<file path="src/rtl/rover_visit_monitor.sv">
// rover_visit_monitor
//   Watches the location FSM's current_loc, logs each departure as
//   {room, dwell} into a valid/ready FIFO, keeps saturating per-room entry
//   counters and raises infect_alert while the registered room is one of
//   IR, ABIR, NPR or CCU.
//
//   Optional: define ROVER_TRANSIT_CHECK_EN to check each room change
//   against the legal-move table and set a sticky illegal_trans flag.
//   When the macro is undefined, illegal_trans is tied to 0.
//
// Ports
//   clk           rising-edge clock
//   reset         asynchronous, active-low reset
//   current_loc   room code, sampled every edge
//   evt_valid     FIFO non-empty, head event presented
//   evt_ready     consumer accepts head event
//   evt_room      departed room of the head event (0 when empty)
//   evt_dwell     dwell cycles of the head event (0 when empty)
//   fifo_count    entries held
//   overflow      sticky, an event was dropped on a full FIFO
//   infect_alert  registered isolation-room alert
//   visit_sel     room whose entry counter is read
//   visit_count   entry counter of visit_sel (combinational)
//   illegal_trans sticky illegal-transition flag
module rover_visit_monitor #(
  parameter int unsigned DWELL_W    = 8,
  parameter int unsigned VISIT_W    = 4,
  parameter int unsigned FIFO_DEPTH = 4
) (
  input  logic                          clk,
  input  logic                          reset,
  input  logic [2:0]                    current_loc,
  output logic                          evt_valid,
  input  logic                          evt_ready,
  output logic [2:0]                    evt_room,
  output logic [DWELL_W-1:0]            evt_dwell,
  output logic [$clog2(FIFO_DEPTH):0]   fifo_count,
  output logic                          overflow,
  output logic                          infect_alert,
  input  logic [2:0]                    visit_sel,
  output logic [VISIT_W-1:0]            visit_count,
  output logic                          illegal_trans
);

  localparam int unsigned PTR_W = $clog2(FIFO_DEPTH);
  localparam int unsigned CNT_W = PTR_W + 1;

  typedef enum logic [2:0] {
    HNR  = 3'd0,
    IR   = 3'd1,
    CPR  = 3'd2,
    ABIR = 3'd3,
    NPR  = 3'd4,
    ICU  = 3'd5,
    CCU  = 3'd6,
    BU   = 3'd7
  } room_t;

  logic [2:0]         prev_loc;
  logic [DWELL_W-1:0] dwell_cnt;
  logic [VISIT_W-1:0] visits [8];

  logic [2:0]         fifo_room  [FIFO_DEPTH];
  logic [DWELL_W-1:0] fifo_dwell [FIFO_DEPTH];
  logic [PTR_W-1:0]   wr_ptr;
  logic [PTR_W-1:0]   rd_ptr;
  logic [CNT_W-1:0]   count;

  logic change;
  logic pop;
  logic full;
  logic push_ok;

  always_comb begin
    change  = (current_loc != prev_loc);
    pop     = (count != '0) && evt_ready;
    full    = (count == CNT_W'(FIFO_DEPTH));
    // A full FIFO still accepts a push when the head leaves in the same cycle.
    push_ok = change && (!full || pop);
  end

  // Room tracker: dwell and entry counters.
  always_ff @(posedge clk or negedge reset) begin
    if (!reset) begin
      prev_loc  <= HNR;
      dwell_cnt <= '0;
      for (int unsigned i = 0; i < 8; i++) visits[i] <= '0;
    end else if (change) begin
      prev_loc  <= current_loc;
      dwell_cnt <= '0;
      if (visits[current_loc] != '1)
        visits[current_loc] <= visits[current_loc] + 1'b1;
    end else if (dwell_cnt != '1) begin
      dwell_cnt <= dwell_cnt + 1'b1;
    end
  end

  // Event FIFO storage (no reset needed: guarded by count).
  always_ff @(posedge clk) begin
    if (push_ok) begin
      fifo_room[wr_ptr]  <= prev_loc;
      fifo_dwell[wr_ptr] <= dwell_cnt;
    end
  end

  always_ff @(posedge clk or negedge reset) begin
    if (!reset) begin
      wr_ptr   <= '0;
      rd_ptr   <= '0;
      count    <= '0;
      overflow <= 1'b0;
    end else begin
      if (push_ok) wr_ptr <= wr_ptr + 1'b1;
      if (pop)     rd_ptr <= rd_ptr + 1'b1;
      case ({push_ok, pop})
        2'b10:   count <= count + 1'b1;
        2'b01:   count <= count - 1'b1;
        default: count <= count;
      endcase
      if (change && full && !pop) overflow <= 1'b1;
    end
  end

  // Alert follows the registered room, so it lags prev_loc by one edge.
  always_ff @(posedge clk or negedge reset) begin
    if (!reset) begin
      infect_alert <= 1'b0;
    end else begin
      case (prev_loc)
        IR, ABIR, NPR, CCU: infect_alert <= 1'b1;
        default:            infect_alert <= 1'b0;
      endcase
    end
  end

`ifdef ROVER_TRANSIT_CHECK_EN
  function automatic logic legal_move(input logic [2:0] from, input logic [2:0] to);
    case (from)
      HNR:     return (to == IR);
      IR:      return (to == ICU)  || (to == HNR);
      CPR:     return (to == BU)   || (to == ABIR);
      ABIR:    return (to == NPR)  || (to == HNR);
      NPR:     return (to == ICU)  || (to == HNR);
      ICU:     return (to == CPR)  || (to == NPR);
      CCU:     return (to == ABIR) || (to == HNR);
      BU:      return (to == ICU)  || (to == CCU);
      default: return 1'b0;
    endcase
  endfunction

  always_ff @(posedge clk or negedge reset) begin
    if (!reset)
      illegal_trans <= 1'b0;
    else if (change && !legal_move(prev_loc, current_loc))
      illegal_trans <= 1'b1;
  end
`else
  assign illegal_trans = 1'b0;
`endif

  assign evt_valid   = (count != '0);
  assign evt_room    = evt_valid ? fifo_room[rd_ptr]  : '0;
  assign evt_dwell   = evt_valid ? fifo_dwell[rd_ptr] : '0;
  assign fifo_count  = count;
  assign visit_count = visits[visit_sel];

endmodule
</file>
<file path="config.mk">
export PLATFORM = sky130hd
export DESIGN_NAME = rover_visit_monitor
export DESIGN_NICKNAME = d
export VERILOG_FILES = /design/src/rtl/rover_visit_monitor.sv
export SDC_FILE = /design/constraint.sdc
export NUM_CORES = 1
export LEC_CHECK = 0
export CAP_MARGIN = 20
export CORE_UTILIZATION = 53
export DETAILED_ROUTE_END_ITERATION = 8
export GPL_TIMING_DRIVEN = 0
export PLACE_DENSITY = 0.85
export SYNTH_ARGS = -nofsm -noshare
export SYNTH_HDL_FRONTEND = slang
export SYNTH_SLANG_ARGS = --single-unit
</file>
<file path="constraint.sdc">
create_clock -name clk -period 2.37 [get_ports clk]
set_input_delay 0.474 -clock clk [delete_from_list [all_inputs] [get_ports clk]]
set_output_delay 0.474 -clock clk [all_outputs]
set_load 0.05 [all_outputs]
</file>
After elaboration in Yosys (flattened, before gate mapping). Memories as Yosys holds them, arrays and structs flattened. Index checks and enable logic that the tools add are counted.

Add/sub/neg operators: 6. Multipliers: 0. Div/mod/pow operators: 0. Magnitude comparators: 3. Eq/ne operators: 10. Shift operators: 0. Muxes and demuxes: 17. Bitwise gates (word level): 2. Reductions and logical operators: 13.

Operators with widths (count): 32-bit bitwise mux (1); 4-bit binary-select mux with 3-bit select (2); 8-bit two-way mux (3); 4-bit two-way mux (5); 4-bit demux with 3-bit select (1); 3-bit equality test, second input constant (3); 8-bit by 1-bit adder with 8-bit output, second input constant (1); 4-bit >= comparator, second input constant (2); 8-bit != test, second input constant (1); 3-bit inverter with 4-bit output (2); 3-bit one-hot mux with 2 select lines (1); 1-bit logical AND (5); 2-bit by 1-bit adder with 2-bit output, second input constant (2); 4-bit by 1-bit adder with 4-bit output, second input constant (1); 4-bit by 1-bit < comparator with 1-bit output, second input constant (1); 4-bit != test, second input constant (1); 2-bit nonzero test (2); 4-bit OR reduction (1); 3-bit by 1-bit adder with 3-bit output, second input constant (1); 3-bit by 1-bit equality test with 1-bit output, second input constant (1); 3-bit by 2-bit equality test with 1-bit output, second input constant (1); 1-bit two-way mux (3); 3-bit two-way mux (1); 3-bit != test (1); other kinds (7) (8).

Flip-flop bits (word level): 52. Latch bits: 0. RAM bits: 44. Memory bits (read-only): 0. Memories: 2.

Memories: fifo_dwell (words 4, width 8, rd ports 1, clocked after memory_dff 0, write ports 1, line 64) `logic [DWELL_W-1:0] fifo_dwell [FIFO_DEPTH];`; fifo_room (words 4, width 3, rd ports 1, clocked after memory_dff 0, write ports 1, line 63) `logic [2:0] fifo_room [FIFO_DEPTH];`.

Longest topological paths before layout. Gate-level depths: netlist (run 1).

Word-level depth: 6. Mapped depth: 10.

Worst setup path after synthesis (run 1). No wires, ideal clock.

Kind: input port to output port. Start: in visit_sel[0]. End: out visit_count[3]. Data arrival time: 2.549 ns. Required time: 1.896 ns. Slack: -0.653 ns. Stages on the path: 3. Buffers on the path: 1. Path through: clkbuf_1 mux4_2 o21ai_0.

Word-level cells in the longest chain between the ends: 4.

Ends and longest elaborated chain: start: declaration (line 40) `input logic [2:0] visit_sel,`; 3-bit inverter with 4-bit output (not written as such) (line 165) `assign visit_count = visits[visit_sel];`; 4-bit binary-select mux with 3-bit select (line 165); 4-bit two-way mux (not written as such) (2 in a row) (line 165); end: declaration (line 41) `output logic [VISIT_W-1:0] visit_count,`.

Every way passes these cells. The select of a mux whose other input is x is not followed.

Final worst setup path (run 1).
Start: reg visits[9] in the netlist's numbering. End: reg visits[8] in the netlist's numbering.

Word-level cells in the longest chain between the ends: 5.

Ends and longest elaborated chain: start: declaration (line 61) `logic [VISIT_W-1:0] visits [8];`; start signal: indexed assignment (line 92) `visits[current_loc] <= visits[current_loc] + 1'b1;`; 4-bit binary-select mux with 3-bit select (line 91) `if (visits[current_loc] != '1)`; 4-bit two-way mux (not written as such) (2 in a row) (line 91); 4-bit != test (line 91); 2-bit AND reduction (no line).

Every way passes these cells. The select of a mux whose other input is x is not followed. A chain may end at the register's enable or synchronous reset.

==> results.txt, run 1 <==
----------------------------------------------------
[Clocking]
  Max clock buf depth ... 2
  Sinks on the clock net ... 96
  Source-to-sink clock delay at the later pin of the worst-skew pair ... 0.36 ns
  CTS tree ... built
  H-tree depth ... 3
  Clock Root Buffer ... clkbuf_8
  Total clock buffers created by CTS ... 9
  CTS clock-pin slew for the worst setup and hold paths ... ~0.1 ns
  CTS Hold Buffers Added ... 0

[Drt]
  Vias after detailed routing ... 2769
  Total detailed-routing wirelength ... 8828 µm
  DRT Pass-1 Iters ... 4
  Antenna viol nets, final ... 0
  Routed wire per std cell ... 19.28 µm
  Via density per instance ... 6.046
  DRC marker count from the first detailed-route iteration ... ~250
  DRC viols ... 0

[Global route]
  Initial antenna violation count ... 0
  Met3 Track Usage GR ... 3.945%
  Via count of the first global-routing pass ... 2773
  Peak-usage layer in the global routing report ... met2
  Global-route congestion overflow total ... 0
  Global-route met1 utilization ... 24.64%
  Combined global-route utilization of all metal layers ... between 20% and 30%
  Largest net degree at the start of global routing ... 30
  Global-route wire length before repair ... 13010 µm
  Met2 layer usage reported by global route ... 33.64%

[Timing]
  Max Freq ... 427.2 MHz
  Min cycle time layout ... 2.341 ns
  Final Setup Violations ... 0
  Total count of max-transition violations in the final report ... 0
  Setup repair after global routing missed its margin ... yes
  Normalized max-slew margin ... 61.16%
  Worst hold-check slack ... about 0.091 ns
  Transition time at the pin with the least slew margin ... 0.5785 ns
  Portion of the clock cycle consumed by the worst path in the final layout ... 98.78%
  Post-route clock skew ... 0.01409 ns
  Final Hold Fails ... 0

[Cells and area]
  Leading cell type in the layout, fill and taps excluded ... dfrtp_1
  Finished layout cell area ... 5404 µm²
  Number of standard cells in the final layout excluding fillers ... 458
  Share of the core filled with cells ... 65.44%
  Layout cells sized above 1 ... 42.21%
  Commonest cells after routing, fill and taps aside ... dfrtp_1, edfxtp_1, mux4_2
  Fill cell instance count of the final layout ... 583
  Final antenna diode count ... 0
  Net count, final ... between 300 and 400
  Synthesis-to-finish area growth ... 19.14%

[Worst setup path]
  Capturing element type of the critical path ... flop
  Logic depth of the worst register-to-register path ... 7
  Cell repeated most along the worst path ... mux2_4
  Kind of critical path ... flop to flop
  Worst Setup Start Kind ... flop
  CP max FO ... 5
  Reg-to-Reg Start ... visits[9]
  Crit path max-delay family ... multiplexers
  Critical-path top delay cell ... mux4_2
  Cell breakdown of the critical path ... mux4_2, mux2_4, ha_4, inv_4, nor3_4, and4b_4, mux2_4
  Worst reg2reg endpoint ... visits[8]
  Largest stage delay on the critical path ... 0.47 ns
  FF-to-FF setup slack ... 0.03 ns
  Endpoint arrival time on the critical path ... 2.59 ns
  Req. time, crit path ... 2.61 ns
  Bufs and invs on worst path ... 1

[Synth]
  Number of cells produced by synthesis ... a little over 300
  Most area-consuming cells after synthesis ... edfxtp_1, dfrtp_1, mux4_2
  Number of warnings printed during yosys synthesis ... 0
  Count of state elements after synthesis ... 96
  Share of synthesized area occupied by flip-flops and latches ... 57.82%
  Largest area contributor in the netlist ... edfxtp_1
  Mean instance size in the synthesized netlist ... 14.87 µm²
  Primary FF master, synth ... dfrtp_1
  Post-synthesis async set-or-reset flop share ... 54.17%
  Area share of the largest cell type after synthesis ... 29.13%
  Post-synthesis net count ... 321
  Number of flops mapped to enable cells by yosys ... 44
  Number of distinct library cells after synthesis ... between 40 and 50
  Total standard cell area after synthesis ... between 4000 and 5000 µm²

[Placed design]
  Port-buffer cells ... 25
  Instance count after placement with tap cells included ... ~440
  Final Wtd Congestion ... 0.8613
  Cell area after placement ... 5010 µm²
  Half-perimeter wire length of the detailed placement result ... ~6000 µm

[Die]
  Core Box Area ... just over 8000 µm²
  Die outline width ... 94.51 µm
  Y dimension of the die ... approximately 95 µm
  Row count ... 33
  Starting Density ... 54.92%
  Number of I/O pins ... 31
  Die Footprint ... 8932 µm²

[Power and ir drop]
  Static Leakage ... 2.106 nW
  Maximum vdd ir drop ... 0.7042 mV
  PwrDens ... 1406 nW/µm²

[Run]
  Maximum capacitance violations ... 0

[Run status]
  Status ... completed

[Hold path]
  Worst min-delay path class ... primary input to asynchronous set/reset pin

----------------------------------------------------
## report_power, final
group | switching (mW) | total (mW) | internal, mW | leakage, nW
combinational | 2.03 | 3.84 | 1.81 | 0.964
clock | 0.600 | 1.00 | 0.401 | 0.0895
sequential | 0.364 | 2.75 | 2.39 | 1.05
total | 3.00 | 7.60 | 4.60 | 2.11
## flip-flops by register name (all words and copies together) (netlist names), 2 cells and up
register and count:
dwell_cnt 8, fifo_count 3, fifo_dwell 32, fifo_room 12, prev_loc 3, rd_ptr 2, visits 32, wr_ptr 2
## how the worst max path moves through the flow
stage	slack, ns	cells past startpoint	start	end
after floorplan	-0.12	9	current_loc[0]	visits[10]
after global placement	-0.95	9	current_loc[1]	visits[2]
after detailed placement	-1.0	9	current_loc[1]	visits[0]
after CTS	0.0003	7	visits[1]	visits[8]
after global routing	-0.03	7	visits[9]	visits[8]
final	0.03	7	visits[9]	visits[8]
## repair_timing
action / 4_1_cts / 5_1_grt
resized for setup: 93 / 54
endpoints found under the setup margin: 94 / 65
buffers inserted: 2 / 2
gates cloned: 0 / 2
pin swaps: 0 / 10
## Yosys cell counts (2+ instances only)
library cell and number:
mux2i_2 2, mux4_2 26, inv_1 13, and3_1 7, xor2_1 2, o21ai_0 8, nand2_1 7, nor3b_1 2
buf_2 3, edfxtp_1 44, or3_1 2, nand4b_1 2, xnor2_1 10, mux2_2 28, buf_4 2, clkbuf_1 9
dfrtp_1 52, o22ai_1 7, buf_1 2, nand3_1 12, mux2i_1 4, and2_1 15, nor2_1 17, ha_1 6
## metal layers
layer / part of all wire, % / vias to the layer above / wire [µm]
met5: 0 / - / 0
met4: 2.2 / 0 / 198
met3: 6.5 / 17 / 574
met2: 53 / 116 / 4655
met1: 39 / 1400 / 3399
li1: - / 1236 / -
## cells by family after synthesis
family / share of synthesized area, %
xor gates and xnor gates: 2.317
DFF: 57.82
other: 0.08268
buffers and inverters: 2.896
muxes: 21.93
AOI/OAI and AO/OA: 3.531
and+or+nand+nor: 9.324
adders and majority gates: 2.097
## worst reg2reg max path, stage by stage, from the launching register on
cell	delay (ns)
dfrtp_1	0.40
mux4_2	0.47
mux2_4	0.30
ha_4	0.18
inv_4	0.07
nor3_4	0.06
and4b_4	0.44
mux2_4	0.32
## cell type report
class / count / area [µm²] / area share (%)
clock inverters: 7 / 63.81 / 1.181
plain buffers: 17 / 145.1 / 2.686
flip-flops and latches: 96 / 2630 / 48.67
multi-input cells: 180 / 1927 / 35.66
clock buffers: 9 / 123.9 / 2.292
inverters: 13 / 51.30 / 0.9493
well taps: 105 / 131.4 / 2.431
repair buffers: 31 / 331.6 / 6.136
## stage by stage
step	worst slack [ns]	setup TNS, ns	power (mW)
after floorplan	-0.1233	-1.327	5.206
after global placement	-0.9500	-92.90	6.022
after detailed placement	-0.9989	-60.65	6.163
after CTS	0.0003288	0	7.158
after global routing	-0.03106	-0.1573	7.967
final	0.02903	0	7.595
Power figures use the tool's default switching activity.
==> run 2: changes to the inputs <==
- RECOVER_POWER: default -> 50
==> results of run 2 <==
Final layout, timing and power as in run 1 (identical DEF).
==> run 3: changes to the inputs <==
- CORE_ASPECT_RATIO: default -> 0.6
==> run 3 against run 2 <==
Against the previous run: the flow now finishes with violations (setup timing); count of clock-buffer cells in the layout stayed put; global-route usage is 3.6 points higher; worst setup slack worse by 0.060 ns; critical path depth is 1 higher; worst hold slack better by 0.17 ns; core utilization is 1.7 points higher; clock skew is 0.0059 ns lower; critical endpoint is now visits[10]; largest power group unchanged.
==> results.txt, run 3 (synthesis gave the netlist of run 1 again) <==
----------------------------------------------------
[Cells and area]
  Commonest cells after routing, fill and taps aside ... dfrtp_1, edfxtp_1, mux4_2
  Fill cell instance count of the final layout ... 506 (-13%)
  Leading cell type in the layout, fill and taps excluded ... dfrtp_1
  Final antenna diode count ... 0 (unchanged)
  Largest registers ranked by flip-flop count ... fifo_dwell: 32 flops, visits: 32 flops, fifo_room: 12 flops
  Net count, final ... 365 (+0.27%)
  Area taken by multi-input logic gates ... 1933 µm² (+0.32%)
  Synthesis-to-finish area growth ... 19.50%
  Number of standard cells in the final layout excluding fillers ... 462 (+0.87%)
  Sequential Area ... 2631 µm² (about the same)
  Layout cells sized above 1 ... 39.83% (-2.4 points)

[Power and ir drop]
  PwrDens ... 1419 nW/µm² (+0.93%)
  Power spent charging and discharging nets ... 3.066 mW (+2.3%)
  Combinational fraction of design power ... 45.6% (-4.9 points)
  Maximum vdd ir drop ... 0.5760 mV (-18%)
  Static Leakage ... 2.109 nW (+0.13%)
  Sequential Power Share ... 36.2% (about the same)
  Clock group share of total power ... 18.2% (+5.0 points)
  Internal power of the cells ... 4.623 mW (+0.57%)
  Share of total power consumed by net switching ... 39.87% (+0.40 points)
  Overall power consumption ... 7.689 mW (+1.2%)

[Run]
  Maximum capacitance violations ... 0 (unchanged)

[Timing]
  Final Setup Violations ... 3 (+3)
  Transition time at the pin with the least slew margin ... 0.9589 ns (+0.3805 ns)
  Setup repair after global routing missed its margin ... yes
  Min cycle time layout ... 2.401 ns (+0.05977 ns)
  Max Freq ... 416.5 MHz (-2.5%)
  Total count of max-transition violations in the final report ... 0 (unchanged)
  Final Hold Fails ... 0 (unchanged)
  Final worst slack ... -0.03075 ns (-0.05977 ns)
  Post-route clock skew ... 0.008167 ns (-0.005918 ns)
  Worst hold-check slack ... 0.2573 ns (+0.1660 ns)
  Portion of the clock cycle consumed by the worst path in the final layout ... 101.3% (+2.5 points)
  Normalized max-slew margin ... 36.07% (-25 points)

[Global route]
  Initial antenna violation count ... 0 (unchanged)
  Combined global-route utilization of all metal layers ... 23.68% (+3.6 points)
  Global-route wire length before repair ... 15050 µm (+16%)
  Via count of the first global-routing pass ... 2713 (-2.2%)
  Global-route congestion overflow total ... 0 (unchanged)
  Largest net degree at the start of global routing ... 36 (+20%)

[Hold path]
  Worst min-delay path class ... primary input to asynchronous set/reset pin

[Drt]
  Total detailed-routing wirelength ... 9727 µm (+10%)
  Antenna viol nets, final ... 0 (unchanged)
  Routed wire per std cell ... 21.05 µm (+9.2%)
  Via density per instance ... 6.134 (+1.5%)
  Vias after detailed routing ... 2834 (+2.3%)
  DRC viols ... 0 (unchanged)
  DRT Pass-1 Iters ... 5 (+1)
  DRC marker count from the first detailed-route iteration ... 293 (+20%)

[Worst setup path]
  Kind of critical path ... flop to flop
  Logic depth of the worst register-to-register path ... 8 (+1)
  CP max FO ... 5 (unchanged)
  FF-to-FF setup slack ... -0.03 ns (-0.06 ns)
  Endpoint arrival time on the critical path ... 2.63 ns (+0.04 ns)
  Worst reg2reg endpoint ... visits[10]
  Reg-to-Reg Start ... visits[0]
  Worst Setup Start Kind ... flop
  Capturing element type of the critical path ... flop
  Req. time, crit path ... 2.60 ns (about the same)

[Clocking]
  CTS Hold Buffers Added ... 0 (unchanged)
  CTS clock-pin slew for the worst setup and hold paths ... 0.07 ns (-0.03 ns)
  Clock Root Buffer ... clkbuf_16
  H-tree depth ... 3 (unchanged)
  Max clock buf depth ... 2 (unchanged)
  CTS tree ... built
  Source-to-sink clock delay at the later pin of the worst-skew pair ... 0.35 ns (about the same)
  Total clock buffers created by CTS ... 9 (unchanged)
  Sinks on the clock net ... 96 (unchanged)

[Placed design]
  Port-buffer cells ... 25 (unchanged)
  Half-perimeter wire length of the detailed placement result ... 6198 µm (+6.0%)
  Final Wtd Congestion ... 0.8453 (-1.9%)
  Instance count after placement with tap cells included ... 439 (+0.69%)

[Die]
  Row count ... 25 (-24%)
  Die Footprint ... 8944 µm² (+0.13%)
  Y dimension of the die ... 73.66 µm (-22%)
  Die outline width ... 121.4 µm (+28%)
  Number of I/O pins ... 31 (unchanged)
  Starting Density ... 56.20% (+1.3 points)
  Core Box Area ... 8070 µm² (-2.3%)

[Run status]
  Status ... complete, but fails checks
  Violations in the final reports ... setup timing

----------------------------------------------------
-- run 3: power by group through the flow --
| stage | registers (mW) | logic (mW) | clock network (mW) |
|---|---|---|---|
| final | 2.78 | 3.51 | 1.40 |
| after global routing | 2.85 | 3.72 | 1.47 |
| after CTS | 2.77 | 3.43 | 1.40 |
| after detailed placement | 2.78 | 3.40 | 0 |
| after global placement | 2.74 | 3.31 | 0 |
| after floorplan | 2.76 | 2.45 | 0 |
-- run 3: layer usage --
| metal | share of wire [%] | global-route usage [%] |
|---|---|---|
| met2 | 46 | 34.41 |
| met1 | 45 | 35.23 |
| met5 | 0 | 0 |
| met4 | 1.4 | 6.447 |
| met3 | 8.1 | 6.599 |
-- run 3: per-stage QoR --
step	area, µm²	utilization [%]	setup WS (ns)	TNS (ns)
after floorplan	4613	-	-0.1233	-1.327
after global placement	4999	61.94	-1.016	-94.61
after detailed placement	5014	62.12	-1.107	-63.12
after CTS	5376	66.62	-0.1243	-0.1243
after global routing	5420	67.16	-0.04671	-0.1731
final	5420	67.16	-0.03075	-0.07691
-- run 3: final cells by class --
type / instances / area share [%]
multi-input combinational: 180 / 35.66
clock buffer: 9 / 4.155
clock inverter: 7 / 1.223
inverter: 13 / 0.9464
sequential: 96 / 48.55
buffer: 16 / 2.493
timing repair buffer: 33 / 4.478
tap: 108 / 2.493
-- run 3: what timing repair did --
item | 4_1_cts | 5_1_grt
buffers inserted | 2 | 5
cloned | 1 | 0
endpoints found under the setup margin | 94 | 68
gates resized for setup | 86 | 26
pin swaps | 1 | 2
-- run 3: worst max path at each step --
stage	from	end	cells after the start
2_1_floorplan	current_loc[0]	visits[10]	9
3_3_place_gp	current_loc[1]	visits[6]	9
3_5_place_dp	current_loc[1]	visits[0]	9
4_1_cts	rd_ptr[0]	evt_dwell[0]	4
5_1_grt	visits[8]	visits[10]	8
6_report	visits[0]	visits[10]	8
-- run 3: critical path, cell delays in order (launching register included) --
cell     delay (ns)
dfrtp_1        0.41
mux4_2         0.52
mux2i_4        0.22
inv_2          0.07
ha_4           0.17
inv_4          0.07
nor3_4         0.07
and4b_4        0.43
mux2_4         0.31
